===== src/rtl/mock_tss_keymask_mc.sv =====
// ============================================================================
// Module   : mock_tss_keymask_mc
// Brief    : LLKI key loader plus multi-lane XOR key mask with optional gating
// Revision : 1.0 - initial release
// ============================================================================
`default_nettype none

module mock_tss_keymask_mc #(
    parameter int                       KEY_WORDS         = 2,
    parameter int                       DATA_WIDTH        = 32,
    parameter int                       NUM_LANES         = 4,
    parameter int                       GATE_UNTIL_LOADED = 1,
    parameter logic [64*KEY_WORDS-1:0]  CONST_KEY         = '0
) (
    input  logic                              clk,
    input  logic                              rst,
    input  logic [63:0]                       llkid_key_data,
    input  logic                              llkid_key_valid,
    output logic                              llkid_key_ready,
    output logic                              llkid_key_complete,
    input  logic                              llkid_clear_key,
    output logic                              llkid_clear_key_ack,
    output logic                              llkid_key_error,
    input  logic [NUM_LANES*DATA_WIDTH-1:0]   in_data,
    input  logic                              in_valid,
    output logic [NUM_LANES*DATA_WIDTH-1:0]   out_data,
    output logic                              out_valid,
    output logic                              core_rst
);

    localparam int   KEY_BITS = 64 * KEY_WORDS;
    localparam int   CW       = (KEY_WORDS > 1) ? $clog2(KEY_WORDS) : 1;
    localparam int   LW       = NUM_LANES * DATA_WIDTH;
    localparam logic [CW-1:0] LAST_WORD = CW'(KEY_WORDS - 1);
    localparam bit   GATE     = (GATE_UNTIL_LOADED != 0);

    typedef enum logic [1:0] {
        ST_IDLE     = 2'd0,
        ST_LOAD     = 2'd1,
        ST_COMPLETE = 2'd2,
        ST_CLEAR    = 2'd3
    } state_t;

    state_t                state_q, state_d;
    logic [KEY_BITS-1:0]   key_q, key_d;
    logic [CW-1:0]         wcnt_q, wcnt_d;
    logic                  err_q, err_d;
    logic                  complete_q;
    logic                  ack_q;
    logic [LW-1:0]         out_data_q;
    logic                  out_valid_q;
    logic [KEY_BITS-1:0]   eff_key;
    logic [LW-1:0]         lane_mask;

    // ------------------------------------------------------------------
    // Key-load FSM: state register
    // ------------------------------------------------------------------
    always_ff @(posedge clk) begin
        if (rst) begin
            state_q    <= ST_IDLE;
            key_q      <= '0;
            wcnt_q     <= '0;
            err_q      <= 1'b0;
            complete_q <= 1'b0;
            ack_q      <= 1'b0;
        end else begin
            state_q    <= state_d;
            key_q      <= key_d;
            wcnt_q     <= wcnt_d;
            err_q      <= err_d;
            complete_q <= (state_d == ST_COMPLETE);
            ack_q      <= (state_d == ST_CLEAR);
        end
    end

    // ------------------------------------------------------------------
    // Key-load FSM: next state
    // ------------------------------------------------------------------
    always_comb begin
        state_d = state_q;
        key_d   = key_q;
        wcnt_d  = wcnt_q;
        err_d   = err_q;
        // Clear wins over a word offered in the same cycle; while already
        // clearing, a held request is honoured again once back in idle.
        if (llkid_clear_key && (state_q != ST_CLEAR)) begin
            state_d = ST_CLEAR;
            key_d   = '0;
            wcnt_d  = '0;
            err_d   = 1'b0;
        end else begin
            case (state_q)
                ST_IDLE, ST_LOAD: begin
                    if (llkid_key_valid) begin
                        for (int w = 0; w < KEY_WORDS; w++) begin
                            if (wcnt_q == CW'(w)) begin
                                key_d[w*64 +: 64] = llkid_key_data;
                            end
                        end
                        if (wcnt_q == LAST_WORD) begin
                            state_d = ST_COMPLETE;
                        end else begin
                            state_d = ST_LOAD;
                            wcnt_d  = wcnt_q + CW'(1);
                        end
                    end
                end
                ST_COMPLETE: begin
                    if (llkid_key_valid) begin
                        err_d = 1'b1;
                    end
                end
                ST_CLEAR: begin
                    state_d = ST_IDLE;
                end
                default: begin
                    state_d = ST_IDLE;
                end
            endcase
        end
    end

    // ------------------------------------------------------------------
    // Per-lane mask: lanes wrap around the effective key
    // ------------------------------------------------------------------
    assign eff_key = CONST_KEY ^ key_q;

    for (genvar i = 0; i < NUM_LANES; i++) begin : g_lane
        localparam int OFF = (i * DATA_WIDTH) % KEY_BITS;
        assign lane_mask[i*DATA_WIDTH +: DATA_WIDTH] = eff_key[OFF +: DATA_WIDTH];
    end

    // ------------------------------------------------------------------
    // Registered datapath
    // ------------------------------------------------------------------
    always_ff @(posedge clk) begin
        if (rst) begin
            out_data_q  <= '0;
            out_valid_q <= 1'b0;
        end else if (GATE && !complete_q) begin
            out_data_q  <= '0;
            out_valid_q <= 1'b0;
        end else begin
            out_data_q  <= in_data ^ lane_mask;
            out_valid_q <= in_valid;
        end
    end

    // ready is masked by rst so it stays low for the whole reset period
    assign llkid_key_ready     = ~rst & ((state_q == ST_IDLE) || (state_q == ST_LOAD));
    assign llkid_key_complete  = complete_q;
    assign llkid_clear_key_ack = ack_q;
    assign llkid_key_error     = err_q;
    assign out_data            = out_data_q;
    assign out_valid           = out_valid_q;
    assign core_rst            = GATE ? (rst | ~complete_q) : rst;

endmodule

`default_nettype wire

===== config.mk =====
export PLATFORM = sky130hd
export DESIGN_NAME = mock_tss_keymask_mc
export DESIGN_NICKNAME = d
export VERILOG_FILES = /design/src/rtl/mock_tss_keymask_mc.sv
export SDC_FILE = /design/constraint.sdc
export NUM_CORES = 1
export LEC_CHECK = 0
export ABC_AREA = 0
export CORE_MARGIN = 5
export CORE_UTILIZATION = 49
export CTS_BUF_LIST = sky130_fd_sc_hd__clkbuf_4 sky130_fd_sc_hd__clkbuf_8
export CTS_CLUSTER_SIZE = 20
export DETAILED_ROUTE_END_ITERATION = 8
export HOLD_SLACK_MARGIN = 0.12
export PLACE_DENSITY_LB_ADDON = 0.3
export SETUP_SLACK_MARGIN = 0.3
export SLEW_MARGIN = 0
export SYNTH_ARGS = -nofsm -noshare
export SYNTH_HDL_FRONTEND = slang
export SYNTH_SLANG_ARGS = --single-unit

===== constraint.sdc =====
create_clock -name clk -period 1.95 [get_ports clk]
set_input_delay 0.4875 -clock clk [delete_from_list [all_inputs] [get_ports clk]]
set_output_delay 0.4875 -clock clk [all_outputs]
set_load 0.03 [all_outputs]

# Word level (Yosys, flattened, before mapping)
# Index checks and enable logic that the tools add are counted.
[totals]
ff_bits = 263
wordCells = 37
[op_classes]
n_addsub = 1
eq_ne = 6
muxes = 5
bitwise = 6
n_reduce_logical = 10
[ops]
columns = ["operator", "count"]
rows = [
  ["128-bit bitwise XOR", 1],
  ["2-bit equality test, second input constant", 4],
  ["2-bit 2-to-1 mux", 3],
  ["3-bit AND reduction", 2],
  ["2-bit OR reduction", 3],
  ["2-bit case mux with 2 select lines", 1],
  ["2-bit AND reduction", 2],
  ["1-bit NOT", 3],
  ["2-bit by 1-bit equality test with 1-bit output, second input constant", 1],
  ["2-bit logical NOT", 1],
  ["2-bit != test, second input constant", 1],
  ["1-bit adder, second input constant", 1],
  ["1-bit bitwise AND", 1],
  ["1-bit logical AND", 1],
  ["1-bit logical OR", 1],
  ["1-bit 2-to-1 mux", 1],
  ["1-bit OR", 1],
]

# Depth between registers and ports, before layout
# Gate-level depths: netlist of run 1.
[logic_depth]
word_depth = 5
depth_mapped = 5

# Worst setup path after synthesis of run 1
# Ideal clock, no wire load.
[synth_path]
path_kind = "in2out"
startpoint = "input port rst"
endpoint = "output port core_rst"
t_arrival_ns = 1.093
required_ns = 1.462
path_slack_ns = 0.370
cell_stages = 2
path_cell_list = "nand2b_1 > clkbuf_1"
[synth_via]
elab_chain_cells = 1
[synth_lines]
columns = ["element", "line", "text"]
rows = [
  ["from (decl)", "16", "input logic rst,"],
  ["1-bit OR", "156", "assign core_rst = GATE ? (rst | ~complete_q) : rst;"],
  ["to (decl)", "28", "output logic core_rst"],
]
# Every way passes these cells.

# Final worst setup path of run 1
[layout_path]
startpoint = "register out_data_q[39] (netlist: out_data[39])"
endpoint = "output port out_data[39]"
[layout_lines]
columns = ["element", "line", "text"]
rows = [
  ["from (decl)", "50", "logic [LW-1:0] out_data_q;"],
  ["from (signal assigned)", "144", "out_data_q <= in_data ^ lane_mask;"],
  ["to (decl)", "26", "output logic [NUM_LANES*DATA_WIDTH-1:0] out_data,"],
]
# No word-level cell between the ends.

==> flow_summary.ini, run 1 <==
[setup_path]
path_delay_family = flip-flops
required_ns = 1.46
slowest_stage = dfxtp_1
path_max_fanout = 1
cp_cell_sequence = clkdlybuf4s15_2
path_class = reg2out
cpPeakStageDelay_ns = 0.31
cp-end-kind = primary output
path_buf_inv = 1
cp_data_arrival_time_ns = 1.12
start_kind = flip-flop

[run]
cap_violations = 0

[grt]
globalRoute.totalOverflow = 0
grt_max_degree = 51
grt_pass1_wl_mm = 40.3
antenna_found_initial = 2
grt_pass1_vias = 7872
grt_use_total_pct = 23.2

[route]
drtPass1Iterations = 4
drc_errors = 0
num_vias = 7602
first_iter_violations = 235
wirelength_mm = 25.5
ant_nets = 0
vias_per_cell = 4.80
wire_per_inst_um = 16.1

[logic_synthesis]
yosysSeqAreaShare_pct = 58.9
synth_top_area_cell = dfxtp_1
ys_ff_latch = 263
synth_area_sq_um = 8940
yosys-top-cells-count = 263 x dfxtp_1, 257 x nand2_1, 134 x nor2_1
synth_top_area_share_pct = 58.9
synth.most_common_cell = dfxtp_1
synth_flop_cell = dfxtp_1
syn_inst = 984
syn_nets = 1181
postSynth.asyncResetShare_pct = 0
synth_edf_count = 0
synth_cell_type_count = 19
yosys_warnings = 0
syn_avg_cell_area_sq_um = 9.09
synth_area_leaders = dfxtp_1 59%, xnor2_1 13%, nand2_1 11%

[pwr]
p_comb_share_pct = 10.1
swShare_pct = 22.3
leakage_nw = 4.98
seqPwrFrac_pct = 47.3
power_density_nw_per_um2 = 897
pwr-share-clk_pct = 42.6
p_int_mw = 9.10
p_sw_mw = 2.61
vdd.ir_drop.worst_v = 0.000672

[placed_design]
gp_congestion = 0.826
dp_hpwl_mm = 18.2
dpl.cell_count = 1509
port_buffers = 330

[sta]
fmax_mhz = 624
finalSetupViolCount = 0
fin_crit_sh_pct = 82.2
fin_tns_setup_ns = 0
fin_crit_ns = 1.60
final-hold-violation-count = 0
maxSlewHeadroom_pct = 74.7
skew_ns = 0.00568
hold_slack_ns = 0.413
tightest_slew_ns = 0.379
rsz0062_at_grt = true
final_max_slew_viol_count = 0

[floorplanning]
core_area_sq_um = 18000
rows = 49
start_util_pct = 49.8
die_area_sq_um = 21000
die_y_um = 145
num_io_pins = 331
fp.dieW_um = 145

[cells_and_area]
syn_to_final_growth_pct = 46.0
utilization_pct = 72.6
final_nets = 1523
drive_gt1_share_pct = 17.6
finalNonFillerCells = 1584

[clock_tree]
cts_buffers = 42
cts_max_level = 2
path_clk_slew_ns = 0.06
clock_latency_ns = 0.51
cts_sinks = 263
clockBufferDepth = 3
cts_tree = yes
cts-root-buf = clkbuf_8

[min_path]
worstHoldPathType = in2reg

[run_status]
status = finished, final reports clean
path summary, 6_finish.rpt:
path | start | end | slack [ns] | cells after the start
max | out_data[39]$_SDFF_PP0_ | out_data[39] | 0.35 | 1
min | rst | state_q[1]$_SDFF_PP0_ | 0.41 | 3
max reg2reg | state_q[1]$_SDFF_PP0_ | eff_key[14]$_SDFFE_PP0P_ | 0.44 | 5
min reg2reg | eff_key[67]$_SDFFE_PP0P_ | eff_key[67]$_SDFFE_PP0P_ | 0.47 | 2
per-stage QoR:
stage / total power, mW / setup slack (ns) / cell area, sq um
after global routing: 12.2 / 0.280 / 13000
final: 11.7 / 0.346 / 13000
after CTS: 11.8 / 0.291 / 13500
after global placement: 6.84 / 0.0128 / 12500
after floorplan: 6.20 / 0.370 / 8940
after detailed placement: 6.86 / -0.0375 / 12500
routing by layer:
layer / wire length (um) / part of all wire [%] / up-vias / track usage [%]
li1: - / - / 3763 / -
met1: 9490 / 37 / 3461 / 25.6
met2: 12700 / 50 / 306 / 40.7
met3: 2230 / 8.8 / 72 / 7.51
met4: 1010 / 4.0 / 0 / 10.4
met5: 0 / 0 / - / 0
kinds of logic (layout without fill, tap and decap cells):
| group | after synthesis | in the layout | share of synthesized area [%] |
|---|---|---|---|
| AO/OA/AOI/OAI | 134 | 134 | 7.56 |
| XOR/XNOR | 128 | 128 | 12.5 |
| buffers and inverters | 58 | 427 | 3.82 |
| flip-flops | 263 | 263 | 58.9 |
| other | 0 | 2 | 0 |
| AND/OR/NAND/NOR | 401 | 401 | 17.2 |
repair_timing:
item,CTS,global route
gates resized for setup,446,141
gates cloned,0,0
hold buffers,0,0
setup buffers,2,0
endpoints found under the hold margin,0,0
endpoints found under the setup margin,134,77
sequential cells by signal (all words and copies together) (netlist names):
signal / cells
out_data: 128
llkid_clear_key_ack: 1
wcnt_q: 1
llkid_key_complete: 1
llkid_key_error: 1
state_q: 2
eff_key: 128
out_valid: 1
power by group through the flow:
stage               Combinational, mW  Clock [mW]  Sequential (mW)
detailed placement               1.20           0             5.66
floorplan                       0.482           0             5.72
global placement                 1.18           0             5.66
finish                           1.18        4.99             5.54
global route                     1.27        5.38             5.55
CTS                              1.20        5.10             5.54
final cells by class:
| class | count | area [sq um] |
|---|---|---|
| fill | 1378 | 4910 |
| clock buffer | 68 | 842 |
| timing repair buffer | 354 | 3220 |
| sequential | 263 | 5270 |
| multi-input combinational | 663 | 3360 |
| inverter | 2 | 7.51 |
| tap | 229 | 287 |
| antenna | 2 | 5.00 |
| clock inverter | 3 | 65.1 |
cells in the final DEF (no fill, tap or decap):
master	netlist	final
a21bo_2	1	1
a21oi_1	132	132
and3b_2	0	1
buf_12	0	10
buf_2	36	88
buf_4	7	15
buf_6	7	2
bufinv_16	0	2
clkbuf_4	0	15
clkbuf_8	0	53
clkdlybuf4s15_2	0	39
clkdlybuf4s18_2	0	4
clkdlybuf4s50_1	0	195
clkinv_2	0	1
dfxtp_1	263	261
dfxtp_2	0	1
dfxtp_4	0	1
diode_2	0	2
dlygate4sd2_1	0	1
inv_1	2	2
nand2_1	257	257
nand2b_4	0	2
nand3b_1	1	1
nor2_1	134	133
nor2_2	0	1
nor2b_1	3	3
nor3_1	1	1
nor3b_2	0	1
o21ai_0	1	1
or3b_2	0	1
xnor2_1	128	128
Power figures use the tool's default switching activity.
==> run 2: changes to the inputs <==
Settings changed: CORE_UTILIZATION 49 to 41.
Clock period 1.95 ns to 1.45 ns, I/O delays scaled along.
==> run 2 against run 1 <==
The run now ends with negative setup slack left. Power rose by 40%. Combinational power increased by 79%. First-iteration DRC count grew 21%. Cell count rose by 6.6%. Critical endpoint is now eff_key[0]$_SDFFE_PP0P_.
==> flow_summary.ini, run 2 (synthesis gave the netlist of run 1 again) <==
[clock_tree]
cts_tree = yes
cts_max_level = 2
path_clk_slew_ns = 0.06
clock_latency_ns = 0.53
cts_sinks = 263
cts_buffers = 45
clockBufferDepth = 3
cts-root-buf = clkbuf_8

[cells_and_area]
fin_area_sq_um = 15400
final_common_cell = nand2_1
antenna_cells = 0
drive_gt1_share_pct = 38.1
layout_common_cells = 227 x nand2_1, 195 x clkdlybuf4s50_1, 136 x buf_6, 132 x dfxtp_2, 130 x dfxtp_1
syn_to_final_growth_pct = 72.1
final_nets = 1574

[sta]
tightest_slew_ns = 0.284
fin_crit_ns = 1.56
maxSlewHeadroom_pct = 81.0
rsz0062_at_grt = true
hold_slack_ns = 0.249
fmax_mhz = 643
final_max_slew_viol_count = 0
fin_crit_sh_pct = 107
finalSetupViolCount = 84
setup_slack_ns = -0.106
skew_ns = 0.0265
final-hold-violation-count = 0

[pwr]
seqPwrFrac_pct = 45.4
power_density_nw_per_um2 = 1070
swShare_pct = 23.4
p_int_mw = 12.6
p_comb_share_pct = 12.8
pwr-share-clk_pct = 41.7
p_sw_mw = 3.85
leakage_nw = 5.76
vdd.ir_drop.worst_v = 0.000651

[grt]
globalRoute.totalOverflow = 0
grt_use_total_pct = 21.3
grt_pass1_wl_mm = 41.9
grt_pass1_vias = 7999
grt_max_degree = 40
antenna_found_initial = 1

[route]
first_iter_violations = 284
wire_per_inst_um = 17.8
ant_nets = 0
vias_per_cell = 4.75
wirelength_mm = 30.0
drtPass1Iterations = 4
drc_errors = 0
num_vias = 8017

[placed_design]
port_buffers = 330
dp_worst_setup_slack_ns = -0.484
gp_congestion = 0.808
dp_hpwl_mm = 19.0
place_area_sq_um = 12800

[run_status]
status = finished, violations left
violations = negative setup slack

[floorplanning]
num_io_pins = 331
die_area_sq_um = 24900
die_y_um = 158
fp.dieW_um = 158
start_util_pct = 41.3
core_area_sq_um = 21600
rows = 54

[setup_path]
slowest_stage = dfxtp_2
path_max_fanout = 6
cp-end-kind = flip-flop
start_kind = flip-flop
path_class = reg2reg
r2r_start = state_q[1]$_SDFF_PP0_
required_ns = 1.91
crit_top_cell = buf_6
cp_cell_sequence = buf_6, buf_4, nor3b_4, buf_6, bufbuf_16, nand2_1, a21oi_2
cpPeakStageDelay_ns = 0.32
path_delay_family = buffers and inverters
path_buf_inv = 4
cp_data_arrival_time_ns = 2.02
worstSetupStartpoint = state_q[1]$_SDFF_PP0_

[min_path]
hold_start = rst
worstHoldPathType = in2reg

[run]
cap_violations = 0
## run 2: cell count changes in the layout (fill, tap and decap cells not counted), sizes merged
cell,before,now
buf,115,190
bufbuf,0,1
bufinv,2,0
clkbuf,68,90
clkdlybuf4s15,39,0
clkdlybuf4s18,4,0
clkinvlp,0,1
diode,2,0
inv,2,3
## run 2: area by class of cell
type                            instances  area, sq um
Fill cell                            1579         6240
Sequential cell                       263         5430
Timing Repair Buffer                  402         4880
Multi-Input combinational cell        663         3760
Clock buffer                           75          926
Tap cell                              280          350
Clock inverter                          3         21.3
Inverter                                2         7.51
## run 2: worst reg2reg max path: cells and delay by family (launching register included)
kind | cells | cell delay, ns
AOI/OAI and AO/OA | 1 | 0.12
DFF | 1 | 0.32
buffers and inverters | 4 | 0.70
and+or+nand+nor | 2 | 0.35
## run 2: metal layers
metal  GRT usage, %  wire, um  share of wire [%]  vias up
met4           7.78       908                3.0        2
met5              0         9              0.030        -
met2           37.4     15100                 50      325
met1           24.5     11300                 38     3737
li1               -         -                  -     3882
met3           6.31      2720                9.0       71
## run 2: per-stage QoR
stage	setup TNS [ns]	std cells	utilization [%]	total power, mW
CTS	-0.727	1666	67.2	16.4
finish	-2.37	1688	71.2	16.5
global route	-9.73	1688	71.2	17.1
floorplan	0	984	-	8.35
global placement	-64.72	1570	59.3	9.24
detailed placement	-69.04	1570	59.3	9.27
## run 2: worst paths after layout
check	to	slack (ns)	depth (start not counted)
worst max-delay path	eff_key[0]$_SDFFE_PP0P_	-0.11	7
worst min-delay path	llkid_key_complete$_SDFF_PP0_	0.25	2
worst max register to register	eff_key[0]$_SDFFE_PP0P_	-0.11	7
worst min register to register	eff_key[95]$_SDFFE_PP0P_	0.46	2
## run 2: power by group through the flow
stage               Clock [mW]  Combinational (mW)  Sequential, mW
floorplan                    0               0.659            7.69
global placement             0                1.63            7.61
detailed placement           0                1.66            7.61
CTS                       7.00                1.90            7.47
global route              7.38                2.24            7.48
finish                    6.87                2.11            7.47
## run 2: timing repair
item | 4_1_cts | 5_1_grt
resized for setup | 1021 | 114
pin swaps | 28 | 33
hold buffers | 0 | 0
buffers inserted | 10 | 4
cloned | 8 | 18
setup endpoints to repair | 266 | 356
